`config.mk`:
```
export PLATFORM = sky130hd
export DESIGN_NAME = mul_unit
export DESIGN_NICKNAME = d
export VERILOG_FILES = /design/src/rtl/mul_unit.sv
export SDC_FILE = /design/constraint.sdc
export NUM_CORES = 1
export LEC_CHECK = 0
export CORE_MARGIN = 4
export CORE_UTILIZATION = 50
export CTS_CLUSTER_SIZE = 10
export DETAILED_ROUTE_END_ITERATION = 10
export PLACE_DENSITY_LB_ADDON = 0.25
export REMOVE_ABC_BUFFERS = 1
export SYNTH_ARGS = -nofsm -noshare
export SYNTH_HDL_FRONTEND = slang
export SYNTH_SLANG_ARGS = --single-unit
export TNS_END_PERCENT = 50
```
`constraint.sdc`:
```
create_clock -name clk -period 7.3 [get_ports clk]
set_input_delay 0.73 -clock clk [delete_from_list [all_inputs] [get_ports clk]]
set_output_delay 0.73 -clock clk [all_outputs]
set_load 0.01 [all_outputs]
```
`src/rtl/mul_unit.sv`:
```
// mul_unit: iterative radix-2 shift-add multiplier (MUL/UMULH/SMULH) with start/busy/done handshake
module mul_unit #(
  parameter int WIDTH = 64,
  parameter int CNT_W = 6
) (
  input  logic             clk,
  input  logic             reset,
  input  logic             i_start,
  input  logic [WIDTH-1:0] i_a,
  input  logic [WIDTH-1:0] i_b,
  input  logic [1:0]       i_op,
  output logic             o_busy,
  output logic             o_done,
  output logic [WIDTH-1:0] o_result,
  output logic             o_zero
);
  typedef enum logic [1:0] {S_IDLE, S_RUN, S_DONE} state_t;
  state_t r_state, w_next;
  logic [WIDTH-1:0] r_mcand, r_mplier, r_result, w_res;
  logic [2*WIDTH-1:0] r_acc, w_acc, w_prod;
  logic [WIDTH:0] w_sum;
  logic [CNT_W-1:0] r_cnt;
  logic r_sign, r_high, r_zero, w_accept, w_last, w_smulh;
  always_comb begin
    w_smulh = i_op == 2'b10;
    w_accept = i_start && r_state != S_RUN;
    w_last = r_state == S_RUN && r_cnt == CNT_W'(WIDTH-1);
    w_next = w_accept ? S_RUN : r_state == S_RUN ? (w_last ? S_DONE : S_RUN) : S_IDLE;
    w_sum = {1'b0, r_acc[2*WIDTH-1:WIDTH]} + {1'b0, r_mplier[0] ? r_mcand : {WIDTH{1'b0}}};
    w_acc = {w_sum, r_acc[WIDTH-1:1]};
    w_prod = r_sign ? -w_acc : w_acc;
    w_res = r_high ? w_prod[2*WIDTH-1:WIDTH] : w_prod[WIDTH-1:0];
  end
  always_ff @(posedge clk)
    r_state <= !reset ? S_IDLE : w_next;
  // SMULH runs on magnitudes; the product sign is reapplied on the final iteration
  always_ff @(posedge clk) begin
    if (!reset) begin
      r_mcand <= '0;
      r_mplier <= '0;
      r_acc <= '0;
      r_cnt <= '0;
      r_sign <= 1'b0;
      r_high <= 1'b0;
      r_result <= '0;
      r_zero <= 1'b1;
    end else if (w_accept) begin
      r_mcand <= (w_smulh && i_a[WIDTH-1]) ? -i_a : i_a;
      r_mplier <= (w_smulh && i_b[WIDTH-1]) ? -i_b : i_b;
      r_acc <= '0;
      r_cnt <= '0;
      r_sign <= w_smulh && (i_a[WIDTH-1] ^ i_b[WIDTH-1]);
      r_high <= i_op[0] ^ i_op[1];
    end else if (r_state == S_RUN) begin
      r_acc <= w_acc;
      r_mplier <= r_mplier >> 1;
      r_cnt <= r_cnt + 1'b1;
      if (w_last) begin
        r_result <= w_res;
        r_zero <= w_res == '0;
      end
    end
  end
  assign o_busy = r_state == S_RUN;
  assign o_done = r_state == S_DONE;
  assign o_result = r_result;
  assign o_zero = r_zero;
endmodule

```
After elaboration in Yosys (flattened, before gate mapping)
Cells that the tools add are included.

storage, ports and cells
  flip-flop bits (word level) = 331
  latch bits = 0
  RAM bits = 0
  ROM bits = 0
  input port bits = 133
  output and inout bits = 67
  word-level logic and storage cells = 45
  memories kept = 0

operators by class
  $add $sub $neg = 5
  multiply operators = 0
  div/mod/pow operators = 0
  $lt $le $gt $ge = 0
  equality and inequality tests = 5
  shifts and indexed selects = 0
  mux-type cells = 10
  bitwise gates (word level) = 5
  reduce and logical (&&, ||, !) cells = 10

operators by type and width
  kind                                                                      number
  64-bit two-way mux                                                        6
  128-bit two-way mux                                                       1
  128-bit negation                                                          1
  64-bit negation                                                           2
  64-bit by 64-bit adder with 65-bit output                                 1
  64-bit logical NOT                                                        1
  6-bit by 1-bit adder with 6-bit output (second input constant)            1
  6-bit == test (second input constant)                                     1
  1-bit logical AND                                                         5
  2-bit == test (second input constant)                                     2
  1-bit NOT                                                                 3
  3-bit AND reduction                                                       1
  3-bit OR reduction                                                        1
  2-bit by 1-bit == test with 1-bit output (second input constant)          1
  1-bit two-way mux                                                         2
  2-bit two-way mux                                                         1
  2-bit by 1-bit inequality test with 1-bit output (second input constant)  1
  2-bit nonzero test                                                        1
  2-bit OR reduction                                                        1
  1-bit bitwise XOR                                                         2

Longest topological paths before layout
Gate-level depths: netlist (run 1).

  depth in word-level cells = 6
  depth in mapped cells = 22
  depth with buffers taken out = 17

Worst setup path after synthesis (run 1)
Ideal clock, no wire load.

  path kind = register to register
  start = reg r_mplier[0]
  end = reg r_zero, in the netlist o_zero
  library setup time = 0.135 ns
  data arrival time = 5.358 ns
  data required time = 7.165 ns
  slack = 1.807 ns
  cell stages (with the launch flop) = 22
  path buffers = 4
  period minus slack after synthesis = 5.493 ns
  path through = dfxtp_1 clkbuf_1 clkbuf_1 and2_1 ha_1 fa_1 a211oi_2 o211ai_2 a31oi_2 a21boi_1 or3_1 a211o_1 or4_1 clkbuf_1 or3_4 or4_4 buf_6 or3_1 o311ai_1 nor4_1 nand4_1 o211ai_2

between the ends
  word-level cells in the longest chain between the ends = 6

RTL lines
  element                                      line  source
  from (decl)                                  19    logic [WIDTH-1:0] r_mcand, r_mplier, r_result, w_res;
  from (signal assigned)                       49    r_mplier <= (w_smulh && i_b[WIDTH-1]) ? -i_b : i_b;
  from (signal assigned)                       56    r_mplier <= r_mplier >> 1;
  64-bit two-way mux *                         29    w_sum = {1'b0, r_acc[2*WIDTH-1:WIDTH]} + {1'b0, r_mplier[0] ? r_mcand : {WIDTH{1'b0}}};
  64-bit by 64-bit adder with 65-bit output *  29
  128-bit negation                             31    w_prod = r_sign ? -w_acc : w_acc;
  128-bit two-way mux *                        31
  64-bit two-way mux *                         32    w_res = r_high ? w_prod[2*WIDTH-1:WIDTH] : w_prod[WIDTH-1:0];
  64-bit logical NOT *                         60    r_zero <= w_res == '0;
  to (signal assigned)                         46    r_zero <= 1'b1;
  to (signal assigned)                         60
  to (decl)                                    23    logic r_sign, r_high, r_zero, w_accept, w_last, w_smulh;

Every way passes the cells marked *; elsewhere a longest branch is shown, timed or not.
A chain may end at the register's enable or synchronous reset.

Final worst setup path (run 1)
Ends and elaborated chain as after synthesis.

==> run summary, run 1 <==
The top cell types in the final layout, fill and taps aside, are nand2_1, a21oi_1, dfxtp_1. The final hold violation count came out at 0. The starting DRC count in detailed routing is around 2,400. STA classifies the critical path startpoint as a register.

The cell at the root of the clock tree is clkbuf_16. The latest clock arrival within the worst-skew pair is between 0.5 and 0.6 ns. The horizontal die dimension is approximately 230 um.

For the worst setup path, the data arrival time is a little over 7 ns. The leakage power of the design is between 10 and 15 nW. The post-CTS clock slew at the launch and capture registers of the worst setup and hold paths is about 0.05 ns. In this run, post-CTS repair resized a total of 0 instances. For this run, the leading register cell type out of synthesis is dfxtp_1. The fraction of layout cells with a size suffix above 1 came out at 0.0482. For the worst setup path, the data required time is 7.81 ns. The sum of negative setup slack came out at 0 ns. Counting flops with an async set or reset pin after synthesis yields a share of 0.

The initialized floorplan defines 82 standard-cell rows. The clock period minus worst slack came out at 6.53 ns. The peak supply drop is about 0.00014 V. The number of vias after detailed routing came out at approximately 26,000. STA classifies the critical path endpoint as a register.

The full die area came out at approximately 0.054 mm^2. The clock skew came out at about 0.027 ns. The power density over cell area is 163 mW/mm^2. The kind of path behind the tightest hold check is register to register. TritonCTS built the clock tree. The reported max-cap violation count came out at 0. The worst register-to-register path ends at o_zero. Setup repair after global routing left no endpoint under its margin.

In this run the critical register-to-register path is launched from r_mplier[0]. In the final routed layout, each cell accounts on average for 19.6 um. Clock tree synthesis found a total of 330 sinks. The critical path is of the register to register type.

The run finished with clean final reports. The number of diodes is 0. The initial core utilization came out at 0.505.

Counting flops with a built-in enable in the synthesized netlist gives 0. The number of antenna violations at the first check in global routing is 0. The number of hold-repair buffers added at the cts stage is 0.

The largest net degree at the start of global routing came out at between 150 and 200. In this run the most critical hold path is launched from r_acc[116]. The first-pass iteration count of the detailed router came out at 6. After detailed routing, the total wire length is 83,700 um. The largest fanout of any net on the critical path came out at 24. In this run the vertical extent of the chip is about 230 um. For this run, design rule violations remaining after detail routing come to 0. The last weighted congestion value of the routability-driven placer came out at around 1.0.

The detailed placement HPWL is 63,200 um. The via count of the first global-routing pass came out at 24,038. The post-synthesis to final-layout area growth is 14.1%. The final number of setup-violating endpoints is 0. In this run the tool buffered the top-level ports with around 200 buffer cells.

The TritonCTS buffer count is between 40 and 50. The post-CTS setup-driven buffer insertion count is 0. Leaving out fill and tap cells, the most frequent cell in the layout is nand2_1. The count of final max-slew check failures is 0. In this run the standard cell core region covers ~0.050 mm^2. The total number of yosys warnings came out at 0. The cell area after synthesis is 0.0253 mm^2. Yosys mapped the design onto 96 distinct sky130hd cell types. The detail-routed via count per cell is approximately 6.2. The buffer depth of the longest clock path is 3. The flip-flop and latch count after synthesis came out at 330. For this run, the top clock speed supported by timing is roughly 150 MHz. The cell count after synthesis came out at between 3,000 and 4,000. 200 I/O pins were placed. In this run the remaining antenna-violating nets after routing total 0.

The actual slew at the worst max-slew pin came out at approximately 1.1 ns. The flop-to-flop setup slack is just under 0.8 ns. The worst reg2reg path depth came out at 17. Across all hold checks on the routed design, the worst slack comes to between 0.4 and 0.5 ns.

The first global-routing pass estimated around 130,000 um of wire. The worst pin sits at a relative slew slack of 0.287. The share of the cycle needed by the critical path after routing is 0.894. The aggregate global routing overflow is 0. The worst hold path terminates at r_acc[116]. The H-tree level count is 2.

The depth of the worst hold-timing path is 2. The fraction of the yosys area taken by sequential cells is 0.261. The final layout net count is 3,778. The average footprint of a synthesized cell is 7.18 um^2. Across every metal layer, demand over resource in global routing totals 0.296.
cell families (layout without fill, tap and decap cells):
logic type               count (synthesis)  count (layout)  synth area share
AND/OR/NAND/NOR                       1536            1536             0.296
AO/OA/AOI/OAI                         1061            1061             0.280
flip-flops                             330             330             0.261
buffers and inverters                  293             357            0.0442
XOR/XNOR                               215             215            0.0743
adder cells (fa/ha/maj)                 70              70            0.0349
multiplexers                            23              23           0.00973
final cells by class:
class / count / area [um^2]
Tap cell: 672 / 841
Multi-Input combinational cell: 2905 / 17600
Clock inverter: 7 / 65.1
Inverter: 44 / 170
Sequential cell: 330 / 6610
Fill cell: 4843 / 21300
Clock buffer: 54 / 1170
Timing Repair Buffer: 252 / 2410
critical path, stage by stage (launching register included):
cell and delay, ns:
dfxtp_1 0.57, and2_1 0.31, ha_1 0.21, fa_1 0.45
a211oi_2 0.36, o21ai_1 0.27, xor2_1 0.26, or3_1 0.47
or4_1 0.58, nor3_1 0.32, nand4_1 0.26, nor4b_1 0.77
a311oi_1 0.22, a41oi_1 0.26, o21ai_0 0.15, a2111oi_0 0.64
nand4_1 0.20, o211ai_2 0.17
state kept, by name, summed over array words and instances, names as in the netlist:
signal / cells
r_acc: 127
o_result: 64
r_mcand: 64
r_mplier: 64
r_cnt: 6
r_state: 2
o_zero: 1
r_high: 1
r_sign: 1
worst max path at each step:
| stage | slack [ns] | cells after the start | startpoint | end |
|---|---|---|---|---|
| after global routing | 0.41 | 15 | r_mplier[0] | o_zero |
| after detailed placement | 0.96 | 16 | r_mplier[0] | o_zero |
| final | 0.77 | 17 | r_mplier[0] | o_zero |
| after floorplan | -2.68 | 6 | r_state[1] | o_result[20] |
| after global placement | 0.99 | 19 | r_mplier[0] | o_zero |
| after CTS | 0.91 | 16 | r_mplier[0] | o_zero |
metal layers:
layer,track usage,share of wire,up-vias
met3,0.0368,0.059,211
met1,0.374,0.42,12419
met5,0,0,-
met4,0.138,0.049,0
li1,-,-,12872
met2,0.501,0.47,934
synth_stat cells, types with 19 or more instances:
cell / n / area [um^2]
nand2_1: 571 / 2140
nor3_1: 87 / 435
xnor2_1: 111 / 972
xor2_1: 104 / 911
nand4_1: 65 / 407
a21o_1: 19 / 143
nor2_1: 294 / 1100
a211oi_1: 77 / 578
buf_1: 22 / 82.6
ha_1: 69 / 863
and3_1: 25 / 156
a21oi_1: 358 / 1790
a311oi_1: 24 / 210
nand3_1: 61 / 305
o31ai_1: 55 / 413
nor2b_1: 84 / 526
o211a_1: 74 / 741
dfxtp_1: 330 / 6610
nor4_1: 34 / 213
o211ai_1: 30 / 225
o21ai_0: 154 / 771
clkbuf_1: 217 / 815
nand2b_1: 27 / 169
o41ai_1: 25 / 219
or3_1: 69 / 432
o21a_1: 22 / 165
inv_1: 44 / 165
mux2i_1: 19 / 190
and2_1: 112 / 701
a21boi_0: 39 / 293
or4_1: 31 / 233
metrics by stage:
stage          utilization  setup slack, ns  total power [mW]  cell area (um^2)  instances
3_5_place_dp         0.552            0.965              2.82             27700       4203
3_3_place_gp         0.552            0.990              2.81             27700       4203
6_report             0.576            0.771              4.70             28900       4264
4_1_cts              0.576            0.914              4.73             28900       4264
2_1_floorplan            -            -2.68              2.48             24400       3279
5_1_grt              0.576            0.414              4.89             28900       4264
power breakdown:
group	internal (mW)	switching [mW]
Combinational	0.340	0.549
Clock	1.12	0.790
Sequential	1.87	0.0422
Total	3.32	1.38
No activity file was read; power rests on OpenSTA's default activity.
==> run 2, diff against run 1 <==
Settings changed: CELL_PAD_IN_SITES_DETAIL_PLACEMENT set to 2, CELL_PAD_IN_SITES_GLOBAL_PLACEMENT set to 2, CORE_UTILIZATION 50 to 34, SLEW_MARGIN set to 40.
==> run summary, run 2 (synthesis results as in run 1) <==
The flow ran to the end, and the final reports show no timing, DRC or antenna violations. The global routing met3 resource utilization came out at 0.0263 (-0.0106). Leaving out fill and tap cells, the most frequent cell in the layout is nand2_1. The critical path start-end classification is register to register. The register ranked first by flip-flop count is r_acc. The met2 usage in global routing came out at 0.529 (+0.0277). The number of hold-repair buffers added at the cts stage came out at 0 (unchanged). The port buffer count is 199 (unchanged). The detail-routed via count per cell was 6.02 (-2.8%). The largest net degree at the start of global routing was 102 (-33%). The peak supply drop came out at 0.000139 V (-2.8%).

The most crowded layer after global routing is met2. The tightest min-delay check is of the register to register type. The worst setup path is launched from a register.

The post-CTS clock slew at the launch and capture registers of the worst setup and hold paths came out at 0.06 ns (about the same). The starting DRC count in detailed routing came out at 1,328 (-44%). The number of fill cells came to 8,588 (+77%).

The full die area is 0.0789 mm^2 (+45%). The internal power is 3.40 mW (+2.2%). The global routing met1 resource utilization came to 0.336 (-0.0375). The final hold violation count is 0 (unchanged). The clock skew was 0.0188 ns (-0.00853 ns). The total I/O pin count is 200 (unchanged).

The clock period minus worst slack is 6.68 ns (+0.152 ns). The overall power consumption came out at 4.95 mW (+5.3%). The total global-route track usage is 0.284 (-0.0118). The post-CTS setup-driven buffer insertion count was 0 (unchanged).

The worst hold margin was 0.467 ns (+0.00946 ns). The total routed wirelength came out at 116,000 um (+38%). The combined flip-flop and latch cell area is 0.00661 mm^2 (unchanged). The number of antenna violations at the first check in global routing is 2 (+2). The reported max-cap violation count came out at 0 (unchanged). The required arrival time at the worst endpoint came out at 7.82 ns (about the same). The wire length of the first global-routing pass came out at 177,000 um (+36%). The fraction of layout cells with a size suffix above 1 came out at 0.0578 (+0.00964). The buffer depth of the longest clock path came out at 3 (unchanged). The H-tree level count came out at 2 (unchanged). The number of gates given a new drive strength after cts came out at 0 (unchanged).

The last weighted congestion value of the routability-driven placer came to 0.957 (-8.2%). The standard cell core area is 0.0735 mm^2 (+46%). The final number of setup-violating endpoints came out at 0 (unchanged). The cell count after placement is 4,503 (+7.1%).

The via count of the first global-routing pass came out at 29,624 (+23%). The largest fanout of any net on the critical path is 55 (+130%). The actual slew at the worst max-slew pin came out at 0.943 ns (-0.124 ns). The latest clock arrival within the worst-skew pair is 0.60 ns (+0.02 ns). In the layout the commonest cells are nand2_1, a21oi_1, dfxtp_1. The share of the cycle needed by the critical path after routing is 0.915 (+0.0208). The clock power share came out at 0.416 (+0.011). The post-synthesis to final-layout area growth is 16.9%. The number of vias after detailed routing came out at 27,569 (+4.3%). The total net switching power came out at 1.56 mW (+13%). The relative slew slack came out at 0.367 (+0.0797). The total non-filler cell area in the finished layout is 0.0296 mm^2 (+2.4%). The fraction of power consumed by sequential logic was 0.386 (-0.020). The TritonCTS buffer count is 43 (+2.4%). The area used by multi-input combinational logic came to 0.0177 mm^2 (+0.58%).

The die outline height was 281 um (+21%). The cell at the root of the clock tree is clkbuf_16. The flip-flop count of the largest register, all copies and words added is 127 (unchanged). The logic gate share of total power is 0.197 (+0.008). The switching portion of total power came to 0.314 (+0.0209).

The initial core utilization came out at 0.345 (-0.160). The worst setup path is captured at a register. The post-placement cell area was 0.0282 mm^2 (+2.1%). The final layout net count is 3,793 (+0.40%).

Setup repair after global routing left no endpoint under its margin. The average wire per cell in the routed design came to 25.3 um (+29%). The count of final max-slew check failures came out at 0 (unchanged). The aggregate global routing overflow came out at 0 (unchanged). The horizontal die dimension is 281 um (+21%). The clock tree from TritonCTS is built. The maximum clock rate was 150 MHz (-2.3%). The data arrival time of the critical path came out at 7.20 ns (+0.16 ns). The number of clock sinks seen by CTS was 330 (unchanged). The number of nets with antenna violations after detailed routing is 0 (unchanged).

The filler-free cell count of the finished design came out at 4,576 (+7.3%). The detailed placement HPWL came out at 89,400 um (+41%). The standard-cell row count is 99 (+21%). The first-pass iteration count of the detailed router came out at 5 (-1). The leakage power of the design came out at 11.1 nW (+1.3%). The final routed DRC violation total is 0 (unchanged). The power density over cell area came out at 167 mW/mm^2 (+2.8%).
## run 2: changes by cell type in the layout (fill, tap and decap cells not counted), moves of 2 or more
cell,previous run,this run
buf_4,53,57
buf_6,0,7
bufinv_16,0,2
clkbuf_1,6,13
clkbuf_8,5,2
clkinv_2,2,7
clkinv_4,3,0
nand2_1,570,568
nand2_2,0,2
nor4_1,34,29
nor4_2,1,6
## run 2: cell type report
type | count | area share
tap | 959 | 0.0405
timing repair buffer | 266 | 0.0869
clock inverter | 13 | 0.00511
inverter | 44 | 0.00575
antenna | 1 | 0.0000845
sequential | 330 | 0.223
multi-input combinational | 2905 | 0.599
clock buffer | 58 | 0.0389
## run 2: power groups by stage
stage | clock (mW) | combinational [mW] | sequential, mW
floorplan | 0 | 0.541 | 1.94
CTS | 2.14 | 0.974 | 1.91
global route | 2.20 | 1.06 | 1.92
finish | 2.06 | 0.978 | 1.91
global placement | 0 | 0.925 | 1.95
detailed placement | 0 | 0.967 | 1.95
## run 2: metal layers
metal | part of all wire | routed length (um)
met1 | 0.41 | 48000
met2 | 0.51 | 59500
met3 | 0.030 | 3490
met4 | 0.042 | 4810
met5 | 0 | 0
## run 2: worst max-delay path, cell delays in order (launching register included)
cell and delay [ns]:
dfxtp_1 0.61, buf_12 0.28, and2_1 0.17, ha_1 0.34
nand2_1 0.18, nor3_1 0.64, nand2_1 0.34, a31o_1 0.29
xnor2_1 0.26, a211o_1 0.41, or4_1 0.72, nor3_1 0.83
a311oi_1 0.33, a211o_1 0.31, a2111oi_0 0.39, buf_4 0.20
nand4_1 0.11, o211ai_2 0.16
## run 2: worst paths after layout
check,slack [ns],depth (start not counted),to,start
setup / recovery,0.62,17,o_zero,r_mplier[0]
hold / removal,0.47,2,o_result[57],o_result[57]
setup reg to reg,0.62,17,o_zero,r_mplier[0]
hold reg to reg,0.47,2,o_result[57],o_result[57]
## run 2: metrics by stage
stage               setup TNS, ns  setup slack, ns   util
floorplan                 -258.54            -2.68      -
global route                    0            0.328  0.403
detailed placement              0            0.760  0.385
global placement                0            0.992  0.383
finish                          0            0.619  0.403
CTS                             0            0.723  0.402
==> run 3, diff against run 2 <==
Settings changed: MAX_ROUTING_LAYER set to met4.
==> run summary, run 3 (synthesis results as in run 1) <==
The sum of negative setup slack is 0 ns (unchanged). The largest fanout of any net on the critical path is 60 (+9.1%). The final number of setup-violating endpoints is 0 (unchanged). The post-synthesis to final-layout area growth is 17.0%.

The total non-filler cell area in the finished layout is 0.0296 mm^2 (+0.10%). The detailed-routed wire length on met2 is 60,100 um (+1.0%). The clock tree from TritonCTS is built. The latest clock arrival within the worst-skew pair is 0.60 ns (about the same).

The number of gates given a new drive strength after cts came to 0 (unchanged). The depth of the worst hold-timing path is 2 (unchanged). The kind of launch point of the worst setup path is a register. The leakage power of the design came to 11.2 nW (+0.38%). The last weighted congestion value of the routability-driven placer came out at 0.928 (-3.1%).

The total routed wirelength is 116,000 um (+0.33%). The detail-routed via count per cell is 6.01 (-0.32%). In this run the worst hold path is classified as register to register.

The initial core utilization was 0.345 (unchanged). The wire length on met1 came to 48,900 um (+1.8%). The number of vias after detailed routing was 27,468 (-0.37%).

The data arrival time of the critical path is 7.15 ns (-0.05 ns). The clock skew came out at 0.0174 ns (-0.00141 ns). The clock period minus worst slack came out at 6.63 ns (-0.0474 ns).

The detailed placement HPWL is 89,500 um (+0.11%). The type of element capturing the critical path is a register. The final layout net count is 3,795 (+0.053%).

The uppermost signal routing layer after detailed routing is met4. The horizontal die dimension is 281 um (unchanged). The number of antenna violations at the first check in global routing came out at 1 (-1). The end of the worst register-to-register path is o_zero. The number of hold-repair buffers added at the cts stage came out at 0 (unchanged). The via count of the first global-routing pass is 29,269 (-1.2%). The power density over cell area came out at 168 mW/mm^2 (+0.63%). The port buffer count is 199 (unchanged).

The final hold violation count is 0 (unchanged). The met3 layer wire length in the routed design came to 3210 um (-8.0%). The average wire per cell in the routed design is 25.4 um (+0.37%). The die outline height is 281 um (unchanged).

The wire length of the first global-routing pass came to 177,000 um (-0.17%). The post-CTS clock slew at the launch and capture registers of the worst setup and hold paths is 0.06 ns (about the same). The count of final max-slew check failures was 0 (unchanged).

The post-CTS setup-driven buffer insertion count came to 0 (unchanged). The total global-route track usage came out at 0.293 (+0.00884). The buffer depth of the longest clock path is 3 (unchanged). The final routed DRC violation total came to 0 (unchanged).

The standard-cell row count is 99 (unchanged). The worst hold margin is 0.458 ns (-0.00848 ns). The H-tree level count came out at 2 (unchanged). The required arrival time at the worst endpoint is 7.82 ns (about the same).

The fraction of layout cells with a size suffix above 1 came out at 0.0584 (+0.000585). The actual slew at the worst max-slew pin came to 0.921 ns (-0.0218 ns). The flop-to-flop setup slack came out at 0.67 ns (+0.05 ns). The worst setup path is of the register to register kind.

The worst hold path terminates at o_result[57]. Setup repair after global routing left no endpoint under its margin. The flip-flop count of the largest register, all copies and words added is 127 (unchanged). Leaving out fill and tap cells, the most frequent cells in the layout are nand2_1, a21oi_1, dfxtp_1. The tree is rooted in a clkbuf_16. The full die area came to 0.0789 mm^2 (unchanged). The number of clock sinks seen by CTS came out at 330 (unchanged). The first-pass iteration count of the detailed router came out at 5 (unchanged). The peak supply drop is 0.000136 V (-1.8%).

The relative slew slack was 0.378 (+0.0113). The reported max-cap violation count is 0 (unchanged). The worst reg2reg path depth was 19 (+2). The register ranked first by flip-flop count is r_acc. The most common library cell in the layout ignoring fill and taps is nand2_1. The largest net degree at the start of global routing is 93 (-8.8%).

The number of nets with antenna violations after detailed routing came out at 0 (unchanged). The share of the cycle needed by the critical path after routing came out at 0.909 (-0.00650). The total I/O pin count is 200 (unchanged).

The startpoint identified for the worst register-to-register timing path is r_mplier[0]. The starting DRC count in detailed routing came out at 1,498 (+13%). The launch instance of the worst min-delay path is o_result[57]. The number of fill cells is 8,539 (-0.57%). The TritonCTS buffer count came out at 43 (unchanged).

The aggregate global routing overflow is 0 (unchanged). The post-layout worst setup margin came out at 0.666 ns (+0.0474 ns). The post-placement cell area came out at 0.0282 mm^2 (about the same). The maximum clock rate came out at 151 MHz (+0.71%). The placement-stage worst setup slack came out at 0.782 ns (+0.0225 ns). The standard cell core area came out at 0.0735 mm^2 (unchanged).

The flow ran to the end, and the final reports show no timing, DRC or antenna violations.
## run 3: changes by cell type in the layout (fill, tap and decap cells not counted), moves of 2 or more
cell and delta:
clkbuf_1 -6, buf_4 +5, clkbuf_8 +5, clkinv_2 -4, buf_6 -3, clkinv_4 +2, xnor2_1 -2, xnor2_2 +2
## run 3: final cells by class
cell class	count	area, um^2	share of cell area
Sequential cell	330	6610	0.223
Clock inverter	10	141	0.00477
Clock buffer	57	1200	0.0405
Multi-Input combinational cell	2905	17700	0.598
Timing Repair Buffer	268	2570	0.0869
Antenna cell	1	2.50	0.0000845
Tap cell	959	1200	0.0405
Inverter	44	170	0.00574
## run 3: per-layer routing
layer | up-vias | global-route usage
met2 | 435 | 0.538
met3 | 179 | 0.0253
met4 | 0 | 0.0894
met1 | 13925 | 0.337
met5 | - | -
li1 | 12929 | -
## run 3: worst max path at each step
stage | startpoint | to | slack (ns) | cells past startpoint
CTS | r_mplier[0] | o_zero | 0.73 | 18
floorplan | r_state[1] | o_result[20] | -2.68 | 6
detailed placement | r_mplier[0] | o_zero | 0.78 | 18
global route | r_mplier[0] | o_zero | 0.32 | 19
global placement | r_mplier[0] | o_zero | 1.07 | 18
finish | r_mplier[0] | o_zero | 0.67 | 19
## run 3: critical path, cell delays in order, from the launching register on
cell and delay (ns):
dfxtp_1 0.37, buf_12 0.19, and2_1 0.19, ha_1 0.22, fa_1 0.47, a211oi_2 0.36, o21ai_1 0.26, xor2_1 0.26
or3_1 0.48, or4_1 0.59, nor3_1 0.41, nand4_1 0.29, or4b_1 0.72, a211o_1 0.37, a31oi_1 0.15, nand4_1 0.21
nor4_1 0.54, buf_4 0.19, nand4_1 0.09, o211ai_2 0.16
## run 3: where the power goes
part           switching (mW)  total (mW)  internal, mW  leakage, nW
clock                   0.880        2.10          1.22        0.661
sequential             0.0448        1.91          1.87         2.69
combinational           0.628       0.979         0.352         7.84
## run 3: through the flow
step | instances | power, mW | util
floorplan | 3279 | 2.48 | -
global placement | 4503 | 2.88 | 0.383
detailed placement | 4505 | 2.92 | 0.384
CTS | 4572 | 5.05 | 0.403
global route | 4573 | 5.21 | 0.403
finish | 4574 | 4.99 | 0.403
